File: config.mk
export PLATFORM = sky130hd
export DESIGN_NAME = adffe_write_arbiter
export DESIGN_NICKNAME = d
export VERILOG_FILES = /design/src/rtl/adffe_write_arbiter.sv
export SDC_FILE = /design/constraint.sdc
export NUM_CORES = 1
export LEC_CHECK = 0
export BUFFER_PORTS_ARGS = -buffer_cell sky130_fd_sc_hd__buf_2
export CORE_MARGIN = 2
export CORE_UTILIZATION = 36
export CTS_CLUSTER_SIZE = 30
export DETAILED_ROUTE_END_ITERATION = 10
export PLACE_DENSITY = 0.69
export SETUP_SLACK_MARGIN = 0.02
export SLEW_MARGIN = 20
export SYNTH_ARGS = -nofsm -noshare
export SYNTH_HDL_FRONTEND = slang
export SYNTH_SLANG_ARGS = --single-unit
File: constraint.sdc
create_clock -name CLK -period 1.5 [get_ports CLK]
set_input_delay 0.225 -clock CLK [delete_from_list [all_inputs] [get_ports CLK]]
set_output_delay 0.225 -clock CLK [all_outputs]
set_load 0.1 [all_outputs]
File: src/rtl/adffe_write_arbiter.sv
// ---------------------------------------------------------------------------
// adffe_write_arbiter
//   Round-robin arbiter sharing one WIDTH-bit async-reset enable register
//   between NREQ requesters. Each grant produces one WRITE cycle (EN=1,
//   D=captured data). The edge that ends WRITE loads Q and pulses ACK for the
//   winner. HOLD_CYCLES idle cycles follow before the next grant.
//
// Optional feature macro: ADFFE_ARB_CLR_EN
//   When defined, adds a CLR input. CLR sampled in IDLE has priority over
//   every REQ bit and writes 0 to Q. A clear write produces no ACK and leaves
//   GNT_ID and the round-robin pointer unchanged.
//
// Ports
//   CLK     in   clock, rising edge
//   ARST    in   async reset, active low
//   CLR     in   (ADFFE_ARB_CLR_EN only) clear request
//   REQ     in   [NREQ]        level request per requester
//   D_IN    in   [NREQ*WIDTH]  data per requester, slice i at [i*WIDTH +: WIDTH]
//   ACK     out  [NREQ]        one-cycle write-done pulse, one-hot
//   EN      out                register enable, high during WRITE
//   D       out  [WIDTH]       write data during WRITE, else 0
//   Q       out  [WIDTH]       shared register contents
//   GNT_ID  out  [clog2(NREQ)] current/last granted requester
//   BUSY    out                high in WRITE and HOLD
// ---------------------------------------------------------------------------
module adffe_write_arbiter #(
    parameter int NREQ        = 4,
    parameter int WIDTH       = 2,
    parameter int HOLD_CYCLES = 2
) (
    input  logic                    CLK,
    input  logic                    ARST,
`ifdef ADFFE_ARB_CLR_EN
    input  logic                    CLR,
`endif
    input  logic [NREQ-1:0]         REQ,
    input  logic [NREQ*WIDTH-1:0]   D_IN,
    output logic [NREQ-1:0]         ACK,
    output logic                    EN,
    output logic [WIDTH-1:0]        D,
    output logic [WIDTH-1:0]        Q,
    output logic [$clog2(NREQ)-1:0] GNT_ID,
    output logic                    BUSY
);

    localparam int IW = $clog2(NREQ);
    // Reload value for the hold counter. It counts down to 0 inclusive.
    localparam logic [3:0] HOLD_LAST = 4'((HOLD_CYCLES > 0) ? HOLD_CYCLES - 1 : 0);

    typedef enum logic [1:0] {
        S_IDLE  = 2'd0,
        S_WRITE = 2'd1,
        S_HOLD  = 2'd2
    } state_e;

    state_e          state_q;
    logic [IW-1:0]   last_q;     // last granted requester (round-robin pointer)
    logic [3:0]      hold_q;     // remaining HOLD cycles minus one
    logic            clr_wr_q;   // current WRITE is a clear, suppress ACK

    logic            clr_req;
    logic            win_vld;
    logic [IW-1:0]   win_id;
    logic [IW-1:0]   cand;

    logic [NREQ-1:0][WIDTH-1:0] din_a;
    assign din_a = D_IN;

`ifdef ADFFE_ARB_CLR_EN
    assign clr_req = CLR;
`else
    assign clr_req = 1'b0;
`endif

    // First set REQ bit searching last_q+1, last_q+2, ... modulo NREQ.
    always_comb begin
        win_vld = 1'b0;
        win_id  = '0;
        cand    = '0;
        for (int k = 1; k <= NREQ; k++) begin
            cand = IW'((int'(last_q) + k) % NREQ);
            if (!win_vld && REQ[cand]) begin
                win_vld = 1'b1;
                win_id  = cand;
            end
        end
    end

    // Single-process FSM. All outputs are registered.
    // D doubles as the captured write data. It is loaded at the grant edge,
    // so later D_IN changes cannot affect the write in flight.
    always_ff @(posedge CLK or negedge ARST) begin
        if (!ARST) begin
            state_q  <= S_IDLE;
            last_q   <= IW'(NREQ - 1);
            hold_q   <= '0;
            clr_wr_q <= 1'b0;
            ACK      <= '0;
            EN       <= 1'b0;
            D        <= '0;
            Q        <= '0;
            GNT_ID   <= '0;
            BUSY     <= 1'b0;
        end else begin
            ACK <= '0;
            case (state_q)
                S_IDLE: begin
                    if (clr_req) begin
                        state_q  <= S_WRITE;
                        clr_wr_q <= 1'b1;
                        EN       <= 1'b1;
                        D        <= '0;
                        BUSY     <= 1'b1;
                    end else if (win_vld) begin
                        state_q  <= S_WRITE;
                        clr_wr_q <= 1'b0;
                        GNT_ID   <= win_id;
                        last_q   <= win_id;
                        EN       <= 1'b1;
                        D        <= din_a[win_id];
                        BUSY     <= 1'b1;
                    end
                end
                S_WRITE: begin
                    Q  <= D;
                    EN <= 1'b0;
                    D  <= '0;
                    if (!clr_wr_q) ACK[GNT_ID] <= 1'b1;
                    if (HOLD_CYCLES > 0) begin
                        state_q <= S_HOLD;
                        hold_q  <= HOLD_LAST;
                    end else begin
                        state_q <= S_IDLE;
                        BUSY    <= 1'b0;
                    end
                end
                S_HOLD: begin
                    if (hold_q == 4'd0) begin
                        state_q <= S_IDLE;
                        BUSY    <= 1'b0;
                    end else begin
                        hold_q <= hold_q - 4'd1;
                    end
                end
                default: begin
                    state_q <= S_IDLE;
                    BUSY    <= 1'b0;
                    EN      <= 1'b0;
                    D       <= '0;
                end
            endcase
        end
    end

endmodule

Word level (Yosys, flattened, before mapping)
Index checks and enable logic that the tools add are counted.
{"block": "op_classes", "addsub": 5, "order_cmp": 7, "n_eq_ne": 5, "muxes": 32, "n_bitwise": 2, "n_reduce_logical": 15}
{"cell": "$lt 2x3->1 const B", "count": 6}
{"cell": "$mux 2", "count": 8}
{"cell": "$mux 1", "count": 11}
{"cell": "$bmux 1 s2", "count": 4}
{"cell": "$mux 4", "count": 2}
{"cell": "$pmux 4 s2", "count": 1}
{"cell": "$reduce_and 2->1", "count": 4}
{"cell": "$ne 2x2->1 const B", "count": 3}
{"cell": "$pmux 2 s3", "count": 1}
{"cell": "$add 2x1->2 const B", "count": 2}
{"cell": "$add 2x2->2 const B", "count": 2}
{"cell": "$bmux 2 s2", "count": 1}
{"cell": "$logic_and 1x1->1", "count": 4}
{"cell": "$logic_not 4->1", "count": 1}
{"cell": "$pmux 2 s2", "count": 1}
{"cell": "$sub 4x1->4 const B", "count": 1}
{"cell": "$logic_not 1->1", "count": 3}
{"cell": "$pmux 1 s3", "count": 1}
{"cell": "$reduce_and 3->1", "count": 1}
{"cell": "$demux 1 s2", "count": 1}
{"cell": "$eq 2x1->1 const B", "count": 1}
{"cell": "$eq 2x2->1 const B", "count": 1}
{"cell": "$ge 2x1->1 const B", "count": 1}
{"cell": "$logic_not 2->1", "count": 1}
{"cell": "other kinds (3)", "count": 4}
{"block": "totals", "regBits": 20, "input_bits": 14, "out_inout_bits": 12, "elab_cells": 75}

Logic depth before layout (Yosys ltp)
Gate-level depths: netlist of the first run.
{"block": "logic_depth", "depth_word": 17, "ltp_mapped": 7, "depth_no_buf": 7}

Worst setup path after synthesis of the first run
OpenSTA, ideal clock, no wires.
{"block": "synth_timing", "path_kind": "reg-to-reg", "from": "register hold_q[0]", "to": "register hold_q[0]", "setup_time_ps": 125, "arrival_time_ps": 1452, "required_time_ps": 1375, "slack_ps": -77, "path_stages_with_launch": 8, "path_buffers": 0, "synth_period_minus_slack_ps": 1577, "cell_sequence": "dfrtp_1 inv_1 ha_1 inv_1 o311a_1 or2_2 nor2_1 a21oi_1"}
{"block": "synth_between", "elab_chain_len": 3, "elab_cells_between_ends": 6, "classes_between": "add/sub: 1; eq/ne: 1; mux: 2; reduce/logical: 2"}
{"element": "start: declaration", "line": "58", "text": "logic [3:0] hold_q;"}
{"element": "start signal: assignment", "line": "142", "text": "hold_q <= hold_q - 4'd1;"}
{"element": "$sub 4x1->4 / $logic_not 4->1 (equally long branches)", "line": "142, 138"}
{"element": "$mux 4 / $ne 2x2->1 (equally long branches)"}
{"element": "$pmux 4 s2 / $reduce_and 2->1 (equally long branches)"}
Several ways; a longest one is shown, not always the timed one. The select of a mux whose other input is x is not followed.
A chain may end at the register's enable or synchronous reset.

Final worst setup path of the first run
{"block": "layout_timing", "from": "register last_q[0]", "to": "register D[0]"}
{"block": "layout_between", "elab_chain_len": 17, "elab_cells_between_ends": 32, "classes_between": "add/sub: 4; eq/ne: 1; mux: 20; reduce/logical: 7"}
{"element": "start: declaration", "line": "57", "text": "logic [IW-1:0] last_q;"}
{"element": "start signal: assignment", "line": "95", "text": "last_q <= IW'(NREQ - 1);"}
{"element": "start signal: assignment", "line": "118", "text": "last_q <= win_id;"}
{"element": "$add 2x1->2", "line": "81", "text": "cand = IW'((int'(last_q) + k) % NREQ);"}
{"element": "$bmux 1 s2", "line": "82", "text": "if (!win_vld && REQ[cand]) begin"}
{"element": "$mux 1 (not written as such)", "line": "82"}
{"element": "$mux 1", "line": "82"}
{"element": "$logic_not 1->1", "line": "82"}
{"element": "$logic_and 1x1->1", "line": "82"}
{"element": "$mux 1", "line": "82"}
{"element": "$logic_not 1->1", "line": "82"}
{"element": "$logic_and 1x1->1", "line": "82"}
{"element": "$mux 1", "line": "82"}
{"element": "$logic_not 1->1", "line": "82"}
{"element": "$logic_and 1x1->1", "line": "82"}
{"element": "$mux 2", "line": "82"}
{"element": "$bmux 2 s2", "line": "120", "text": "D <= din_a[win_id];"}
{"element": "$mux 2 (not written as such)", "line": "120"}
{"element": "$mux 2", "line": "114", "text": "end else if (win_vld) begin"}
{"element": "$pmux 2 s2", "line": "106", "text": "case (state_q)"}
{"element": "end signal: assignment", "line": "120"}
{"element": "end: declaration", "line": "40", "text": "output logic [WIDTH-1:0] D,"}
Several ways; a longest one is shown, not always the timed one. The select of a mux whose other input is x is not followed.

==> results.json, run 1 <==
{
  "status": "finished, violations left",
  "violations": "setup timing",
  "avgSynthCellArea_sq_um": 10.06,
  "crit_buf_inv": 0,
  "clock_latency_ns": 0.29,
  "crit_family": "flip-flops",
  "fin_crit_ns": 1.611,
  "holdWs_ns": 0.2280,
  "rows": 18,
  "grtUsageTotal": 0.1487,
  "slowest_delay_ns": 0.56,
  "critPathCaptureType": "register",
  "use_met3": 0.02810,
  "seq_area_frac_synth": 0.5262,
  "wire_per_inst_microns": 13.06,
  "tightest_slew_ns": 0.4885,
  "hold_viol": 0,
  "hold_depth": 3,
  "die_w_microns": 55.53,
  "grt_max_degree": 21,
  "path_depth": 5,
  "ant_nets": 0,
  "critPathKind": "reg -> reg",
  "fin_tns_setup_ns": -0.3089,
  "synth_nets": 110,
  "worst-r2r-cell-count": 5,
  "use_met2": 0.2449,
  "syn_to_final_growth_pct": 30.76,
  "drive_gt1_frac": 0.3985,
  "finalWorstSetupSlack_ns": -0.1106,
  "synth_edf_count": 0,
  "die_y_microns": 55.53,
  "setup_viol_count_final": 4,
  "grt_pass1_vias": 853,
  "grt_overflow": 0,
  "ios": 26,
  "start_util": 0.3824,
  "cts-root-buf": "clkbuf_4",
  "drt_iter0_drc": 10,
  "first_pass_iters": 4,
  "clock_skew_ns": 0.0008383,
  "yosysWarnings": 0,
  "die-area_sq_mm": 0.003084,
  "via_per_inst": 4.988,
  "crit_arrival_ns": 1.78,
  "clockBufferDepth": 2,
  "max-cap-violations": 0,
  "cp_slowest_cell": "dfstp_2",
  "synth-seq-cells": 20,
  "grt-busiest-layer": "met2",
  "max_slew_margin": 0.6765,
  "routed_wl_microns": 2129,
  "rsz0062_at_grt": "true",
  "clkTransAtPathRegs_ns": 0.11,
  "cts_max_level": 1,
  "start_kind": "register",
  "cts_tree": "built",
  "syn_area_sq_um": 955.9,
  "cp_max_fo": 5,
  "vias": 813,
  "nets": 149,
  "cts_buffers": 3,
  "core_sq_mm": 0.002500,
  "place_congestion": 0.8523,
  "drc": 0,
  "synth_ff_type": "dfrtp_1",
  "grt_pass1_wl_microns": 3615,
  "path_cells": "and2b_1 > o21ai_2 > o311a_4 > mux2i_1 > o221ai_1",
  "diodes": 0,
  "io_buffers": 25,
  "hp-class": "in -> reg",
  "fin_crit_sh": 1.074,
  "drv_slew": 0,
  "cts.sinks": 20,
  "met1_usage": 0.1857,
  "antenna_found_initial": 0,
  "required_ns": 1.67,
  "fmax_ghz": 0.6209,
  "synthCells": 95,
  "dp_hpwl_microns": 1598,
  "synth-async-reset-ratio": 1.000,
  "ys_types": 34
}
layout make-up:
type / count / area (sq um)
Clock buffer: 4 / 26.28
Fill cell: 238 / 1250
Inverter: 7 / 26.28
Multi-Input combinational cell: 66 / 446.7
Sequential cell: 20 / 503.0
Tap cell: 30 / 37.54
Timing Repair Buffer: 36 / 210.2
worst paths after layout:
| path | endpoint | start | slack [ns] |
|---|---|---|---|
| min reg2reg | ACK[0] | GNT_ID[1] | 0.50 |
| max in group asynchronous | last_q[1] | ARST | 0.78 |
| max reg2reg | D[0] | last_q[0] | -0.11 |
| min | D[1] | D_IN[7] | 0.23 |
| max | D[0] | last_q[0] | -0.11 |
| min in group asynchronous | GNT_ID[0] | ARST | 0.39 |
layout by cell type, fill, tap and decap left out, drive strengths merged:
| cell type | netlist | layout |
|---|---|---|
| buf | 2 | 35 |
| dfrtp | 18 | 18 |
| nand2 | 15 | 15 |
| nor2 | 8 | 8 |
| o21ai | 7 | 7 |
| inv | 7 | 7 |
| mux2i | 4 | 4 |
| nor3 | 4 | 4 |
| clkbuf | 0 | 4 |
| nor2b | 3 | 3 |
| and3 | 2 | 2 |
| o21a | 2 | 2 |
| nand3 | 2 | 2 |
| dfstp | 2 | 2 |
| or2 | 2 | 2 |
| o311a | 2 | 2 |
| or2b | 1 | 1 |
| nor4 | 1 | 1 |
| and2b | 1 | 1 |
| or3b | 1 | 1 |
| o311ai | 1 | 1 |
| or3 | 1 | 1 |
| xnor2 | 1 | 1 |
| a21oi | 1 | 1 |
| o221ai | 1 | 1 |
| nand3b | 1 | 1 |
| a32o | 1 | 1 |
| a21o | 1 | 1 |
| mux2 | 1 | 1 |
| o211ai | 1 | 1 |
| ha | 1 | 1 |
| dlygate4sd3 | 0 | 1 |
stage by stage:
step | utilization | area [sq um] | cells | setup WS (ns)
5_1_grt | 0.5000 | 1250 | 163 | -0.2179
6_report | 0.5000 | 1250 | 163 | -0.1106
3_3_place_gp | 0.4680 | 1170 | 154 | -0.04860
4_1_cts | 0.4900 | 1225 | 161 | -0.1178
3_5_place_dp | 0.4680 | 1170 | 154 | -0.1406
2_1_floorplan | - | 974.7 | 95 | -0.02499
flip-flops by register name (all words and copies together) (netlist names):
name,count
D,2
GNT_ID,2
hold_q,4
last_q,2
ACK,4
Q,2
EN,1
BUSY,1
state_q,2
cells in the mapped netlist (2+ instances only):
library cell	number	area, sq um
dfrtp_1	18	450.4
nand2_1	15	56.30
nor2_1	8	30.03
inv_1	7	26.28
o21ai_0	6	30.03
mux2i_1	4	40.04
nor2b_1	3	18.77
nor3_1	3	15.01
and3_1	2	12.51
dfstp_2	2	52.55
nand3_1	2	10.01
o21a_1	2	15.01
or2_2	2	12.51
layer usage:
layer / vias up / part of all wire / wire length, microns
met5: - / 0 / 0
met4: 0 / 0.016 / 35
met3: 4 / 0.057 / 121
met2: 29 / 0.47 / 993
met1: 376 / 0.46 / 979
li1: 404 / - / -
cells by family after synthesis:
group,after synthesis,share of synthesized area
compound gates,17,0.1387
xor+xnor,1,0.009164
fa+ha+maj,1,0.01309
buf+inv,9,0.04058
flops,20,0.5262
mux,5,0.05367
simple gates,42,0.2186
repair_timing:
action,in CTS,in global routing
resized for setup,1,5
endpoints found under the hold margin,18,0
hold buffers,1,0
setup buffers,2,2
endpoints found under the setup margin,7,9
worst register-to-register path: stages (launching register included):
cell	delay [ns]
dfstp_2	0.56
and2b_1	0.21
o21ai_2	0.13
o311a_4	0.26
mux2i_1	0.20
o221ai_1	0.13
Power of run 1 is not shown: default switching activity piles up to over one toggle a cycle in this logic, so the estimate is an artifact.
==> run 2: changes to the inputs <==
==> config.mk (replaced) <==
export PLATFORM = sky130hd
export DESIGN_NAME = adffe_write_arbiter
export DESIGN_NICKNAME = d
export VERILOG_FILES = /design/src/rtl/adffe_write_arbiter.sv
export SDC_FILE = /design/constraint.sdc
export NUM_CORES = 1
export LEC_CHECK = 0
export CORE_MARGIN = 2
export CORE_UTILIZATION = 36
export CTS_CLUSTER_SIZE = 30
export DETAILED_ROUTE_END_ITERATION = 10
export DONT_BUFFER_PORTS = 1
export PLACE_DENSITY = 0.6
export SETUP_SLACK_MARGIN = 0.02
export SLEW_MARGIN = 20
export SYNTH_ARGS = -nofsm -noshare
export SYNTH_HDL_FRONTEND = slang
export SYNTH_SLANG_ARGS = --single-unit
export TNS_END_PERCENT = 20
==> results.json, run 2 (synthesized netlist as in run 1, its figures left out) <==
{
  "status": "finished, violations left",
  "violations": "setup timing",
  "slowest_delay_ns": 0.56,
  "grt-busiest-layer": "met2",
  "grt_pass1_wl_microns": 3546,
  "path_cells": "and2b_1 > o311ai_2 > nand3_1 > mux2_4 > o211ai_2",
  "path_depth": 5,
  "nets": 133,
  "worst-r2r-cell-count": 5,
  "die_y_microns": 55.53,
  "wire_per_inst_microns": 13.82,
  "critPathKind": "reg -> reg",
  "crit_buf_inv": 0,
  "layout_common_cells": "dfrtp_1 (18), buf_4 (18), nand2_1 (15)",
  "drc": 0,
  "cts_buffers": 3,
  "min_from": "D_IN[7]",
  "grtUsageTotal": 0.1462,
  "crit_arrival_ns": 1.86,
  "met1_usage": 0.1961,
  "max-cap-violations": 0,
  "use_met2": 0.2228,
  "rsz0062_at_grt": "true",
  "hp-class": "in -> reg",
  "placed_area_sq_mm": 0.001150,
  "start_util": 0.3824,
  "die-area_sq_mm": 0.003084,
  "clkTransAtPathRegs_ns": 0.12,
  "num-fill-cells": 229,
  "r2r_end": "D[1]",
  "routed_wl_microns": 2031,
  "rows": 18,
  "dp_hpwl_microns": 1528,
  "cp_slowest_cell": "dfstp_2",
  "syn_to_final_growth_pct": 26.96,
  "setup_viol_count_final": 2,
  "drt_iter0_drc": 21,
  "clock_latency_ns": 0.30,
  "fin_crit_sh": 1.081,
  "crit_family": "flip-flops",
  "post_cts_buffers": 0,
  "crit-reg2reg-launch": "last_q[0]",
  "critPathCaptureType": "register",
  "fin_area_sq_mm": 0.001214,
  "pre_cts_ws_ns": -0.1446,
  "drive_gt1_frac": 0.3162,
  "tightest_slew_ns": 0.9189,
  "cts-root-buf": "clkbuf_4",
  "fin_crit_ns": 1.622,
  "io_buffers": 0,
  "holdWs_ns": 0.1374,
  "grt_overflow": 0,
  "die_w_microns": 55.53,
  "max_slew_margin": 0.3854,
  "clockBufferDepth": 2,
  "final_util": 0.4855,
  "cp_max_fo": 4,
  "grt_pass1_vias": 746,
  "fmax_ghz": 0.6165,
  "critical_path.endpoint": "D[1]",
  "finalWorstSetupSlack_ns": -0.1220,
  "grt_max_degree": 21,
  "start_kind": "register",
  "vias": 751,
  "antenna_found_initial": 0,
  "required_ns": 1.74,
  "core_sq_mm": 0.002500,
  "via_per_inst": 5.109,
  "cts_tree": "built",
  "ios": 26,
  "reg_top3": "ACK: 4 flops, hold_q: 4 flops",
  "worstSetupStartpoint": "last_q[0]",
  "clock_skew_ns": 0.004288,
  "use_met3": 0.06323,
  "diodes": 0,
  "drv_slew": 0,
  "cts_max_level": 1,
  "cts.sinks": 20,
  "reg2reg_slack_ns": -0.12,
  "first_pass_iters": 4,
  "place_congestion": 0.9532,
  "hold_viol": 0,
  "ant_nets": 0
}
[run 2: cell types whose count changed in the layout (fill, tap and decap cells not counted), moves of 3 or more]
cell   before  now
buf_2      25    0
inv_1       4    7
inv_2       3    0
buf_4      10   18
[run 2: worst min-delay path by stage]
stage | end | slack, ns | cells past startpoint
final | D[1] | 0.14 | 2
after global routing | D[1] | 0.12 | 2
after CTS | D[1] | 0.13 | 2
after detailed placement | GNT_ID[1] | -0.07 | 0
after global placement | GNT_ID[1] | -0.07 | 0
after floorplan | ACK[0] | -0.07 | 0
[run 2: layer usage]
layer  wire length [microns]  vias to the layer above
li1                        -                      371
met1                     901                      356
met2                     977                       22
met3                     142                        2
met4                      10                        0
met5                       0                        -
[run 2: metrics by stage]
stage	TNS, ns	instances
after floorplan	-0.05955	95
after global placement	-0.1608	142
after detailed placement	-0.2794	142
after CTS	-0.2748	147
after global routing	-0.6955	147
final	-0.2375	147
[run 2: worst reg2reg max path: stages (launching register included)]
cell and delay [ns]:
dfstp_2 0.56, and2b_1 0.21, o311ai_2 0.33, nand3_1 0.12
mux2_4 0.28, o211ai_2 0.06
[run 2: layout make-up]
class / instances / area, sq um / share of cell area
repair buffers: 20 / 165.2 / 0.1361
multi-input cells: 66 / 445.4 / 0.3670
inverters: 7 / 26.28 / 0.02165
flip-flops and latches: 20 / 503.0 / 0.4144
well taps: 30 / 37.54 / 0.03093
clock buffers: 4 / 36.28 / 0.02990
[run 2: repair_timing]
item | CTS | global route
endpoints found under the setup margin | 6 | 8
hold buffers | 1 | 0
hold endpoints to repair | 20 | 0
gates resized for setup | 4 | 2
Power of run 2 is left out for the same reason.
==> run 3: changes to the inputs <==
--- a/config.mk
+++ b/config.mk
@@ -11,7 +11,7 @@
 export DETAILED_ROUTE_END_ITERATION = 10
 export DONT_BUFFER_PORTS = 1
 export PLACE_DENSITY = 0.6
-export SETUP_SLACK_MARGIN = 0.02
+export SETUP_SLACK_MARGIN = 0.15
 export SLEW_MARGIN = 20
 export SYNTH_ARGS = -nofsm -noshare
 export SYNTH_HDL_FRONTEND = slang
==> results.json, run 3 (synthesized netlist as in run 1, its figures left out) <==
{
  "diodes": 0,
  "nets": 133,
  "layout_common_cells": "dfrtp_1 (18), buf_4 (16), nand2_1 (15)",
  "path_cells": "and2b_1 > o311ai_2 > nand3_1 > mux2_4 > o211ai_2",
  "grt_pass1_wl_microns": 3567,
  "clock_skew_ns": 0.002325,
  "grt_pass1_vias": 747,
  "vias": 756,
  "wire_per_inst_microns": 14.07,
  "fin_crit_sh": 1.083,
  "final_common_cell": "dfrtp_1",
  "max_slew_margin": 0.3896,
  "drt_iter0_drc": 10,
  "rsz0062_at_grt": "true",
  "drc": 0,
  "io_buffers": 0,
  "clock_latency_ns": 0.30,
  "die_w_microns": 55.53,
  "cts.sinks": 20,
  "finalWorstSetupSlack_ns": -0.1250,
  "clockBufferDepth": 2,
  "fmax_ghz": 0.6154,
  "max-cap-violations": 0,
  "core_sq_mm": 0.002500,
  "clkTransAtPathRegs_ns": 0.12,
  "crit_buf_inv": 0,
  "antenna_found_initial": 0,
  "required_ns": 1.73,
  "fin_crit_ns": 1.625,
  "num-fill-cells": 227,
  "routed_wl_microns": 2069,
  "slowest_delay_ns": 0.56,
  "fin_area_sq_mm": 0.001231,
  "critPathKind": "reg -> reg",
  "pre_cts_ws_ns": -0.1446,
  "cts_max_level": 1,
  "hold_viol": 0,
  "start_util": 0.3824,
  "ios": 26,
  "place_congestion": 0.9532,
  "cts-root-buf": "clkbuf_4",
  "placed_area_sq_mm": 0.001150,
  "ant_nets": 0,
  "cp_max_fo": 4,
  "drive_gt1_frac": 0.3419,
  "start_kind": "register",
  "rows": 18,
  "setup_viol_count_final": 3,
  "tightest_slew_ns": 0.9126,
  "drv_slew": 0,
  "cts_tree": "built",
  "crit_family": "flip-flops",
  "via_per_inst": 5.143,
  "reg_top3": "ACK: 4 flops, hold_q: 4 flops",
  "die_y_microns": 55.53,
  "status": "finished, violations left",
  "critPathCaptureType": "register",
  "grt_max_degree": 21,
  "violations": "setup timing",
  "cts_buffers": 3,
  "dp_hpwl_microns": 1528,
  "grt_overflow": 0,
  "cp_slowest_cell": "dfstp_2",
  "hp-class": "in -> reg",
  "die-area_sq_mm": 0.003084,
  "crit_arrival_ns": 1.86,
  "syn_to_final_growth_pct": 28.80,
  "first_pass_iters": 4,
  "grtUsageTotal": 0.1467
}
-- run 3: cell types whose count changed in the layout (fill, tap and decap cells not counted) --
cell / delta
buf_6: +2
o21ai_0: -1
ha_4: +1
inv_1: -3
o21ai_1: +1
buf_4: -2
inv_2: +3
ha_2: -1
-- run 3: final cells by class --
class / instances / area [sq um] / area share
sequential: 20 / 503.0 / 0.4085
multi-input combinational: 66 / 455.4 / 0.3699
timing repair buffer: 20 / 172.7 / 0.1402
tap: 30 / 37.54 / 0.03049
clock buffer: 4 / 36.28 / 0.02947
inverter: 7 / 26.28 / 0.02134
-- run 3: metal layers --
metal  track usage  vias up  wire [microns]
met3       0.06323        2             169
li1              -      370               -
met1        0.1961      355             888
met4       0.02439        0              10
met2        0.2245       29            1001
met5             0        -               0
-- run 3: through the flow --
step / instances / hold slack [ns] / util / TNS [ns]
after global placement: 142 / -0.07013 / 0.4600 / -0.1608
after detailed placement: 142 / -0.07010 / 0.4600 / -0.2794
after CTS: 147 / 0.1332 / 0.4840 / -0.2748
after global routing: 147 / 0.1167 / 0.4925 / -0.6568
after floorplan: 95 / -0.07059 / - / -0.05955
final: 147 / 0.1386 / 0.4925 / -0.2425
-- run 3: timing repair --
| item | in CTS | in global routing |
|---|---|---|
| endpoints found under the setup margin | 10 | 12 |
| gates resized for setup | 6 | 7 |
| cloned | 0 | 0 |
| hold endpoints to repair | 20 | 0 |
| pin swaps | 1 | 1 |
| setup buffers | 0 | 0 |
| hold buffers | 1 | 0 |
-- run 3: worst paths after layout --
kind	end	cells after the start	slack (ns)	from
max in group asynchronous	hold_q[2]	1	0.46	ARST
worst max-delay path	D[1]	5	-0.13	last_q[0]
worst min-delay path	D[1]	2	0.14	D_IN[7]
worst min register to register	Q[1]	2	0.50	Q[1]
worst max register to register	D[1]	5	-0.13	last_q[0]
min in group asynchronous	GNT_ID[1]	1	0.49	ARST
Power of run 3 is left out for the same reason.
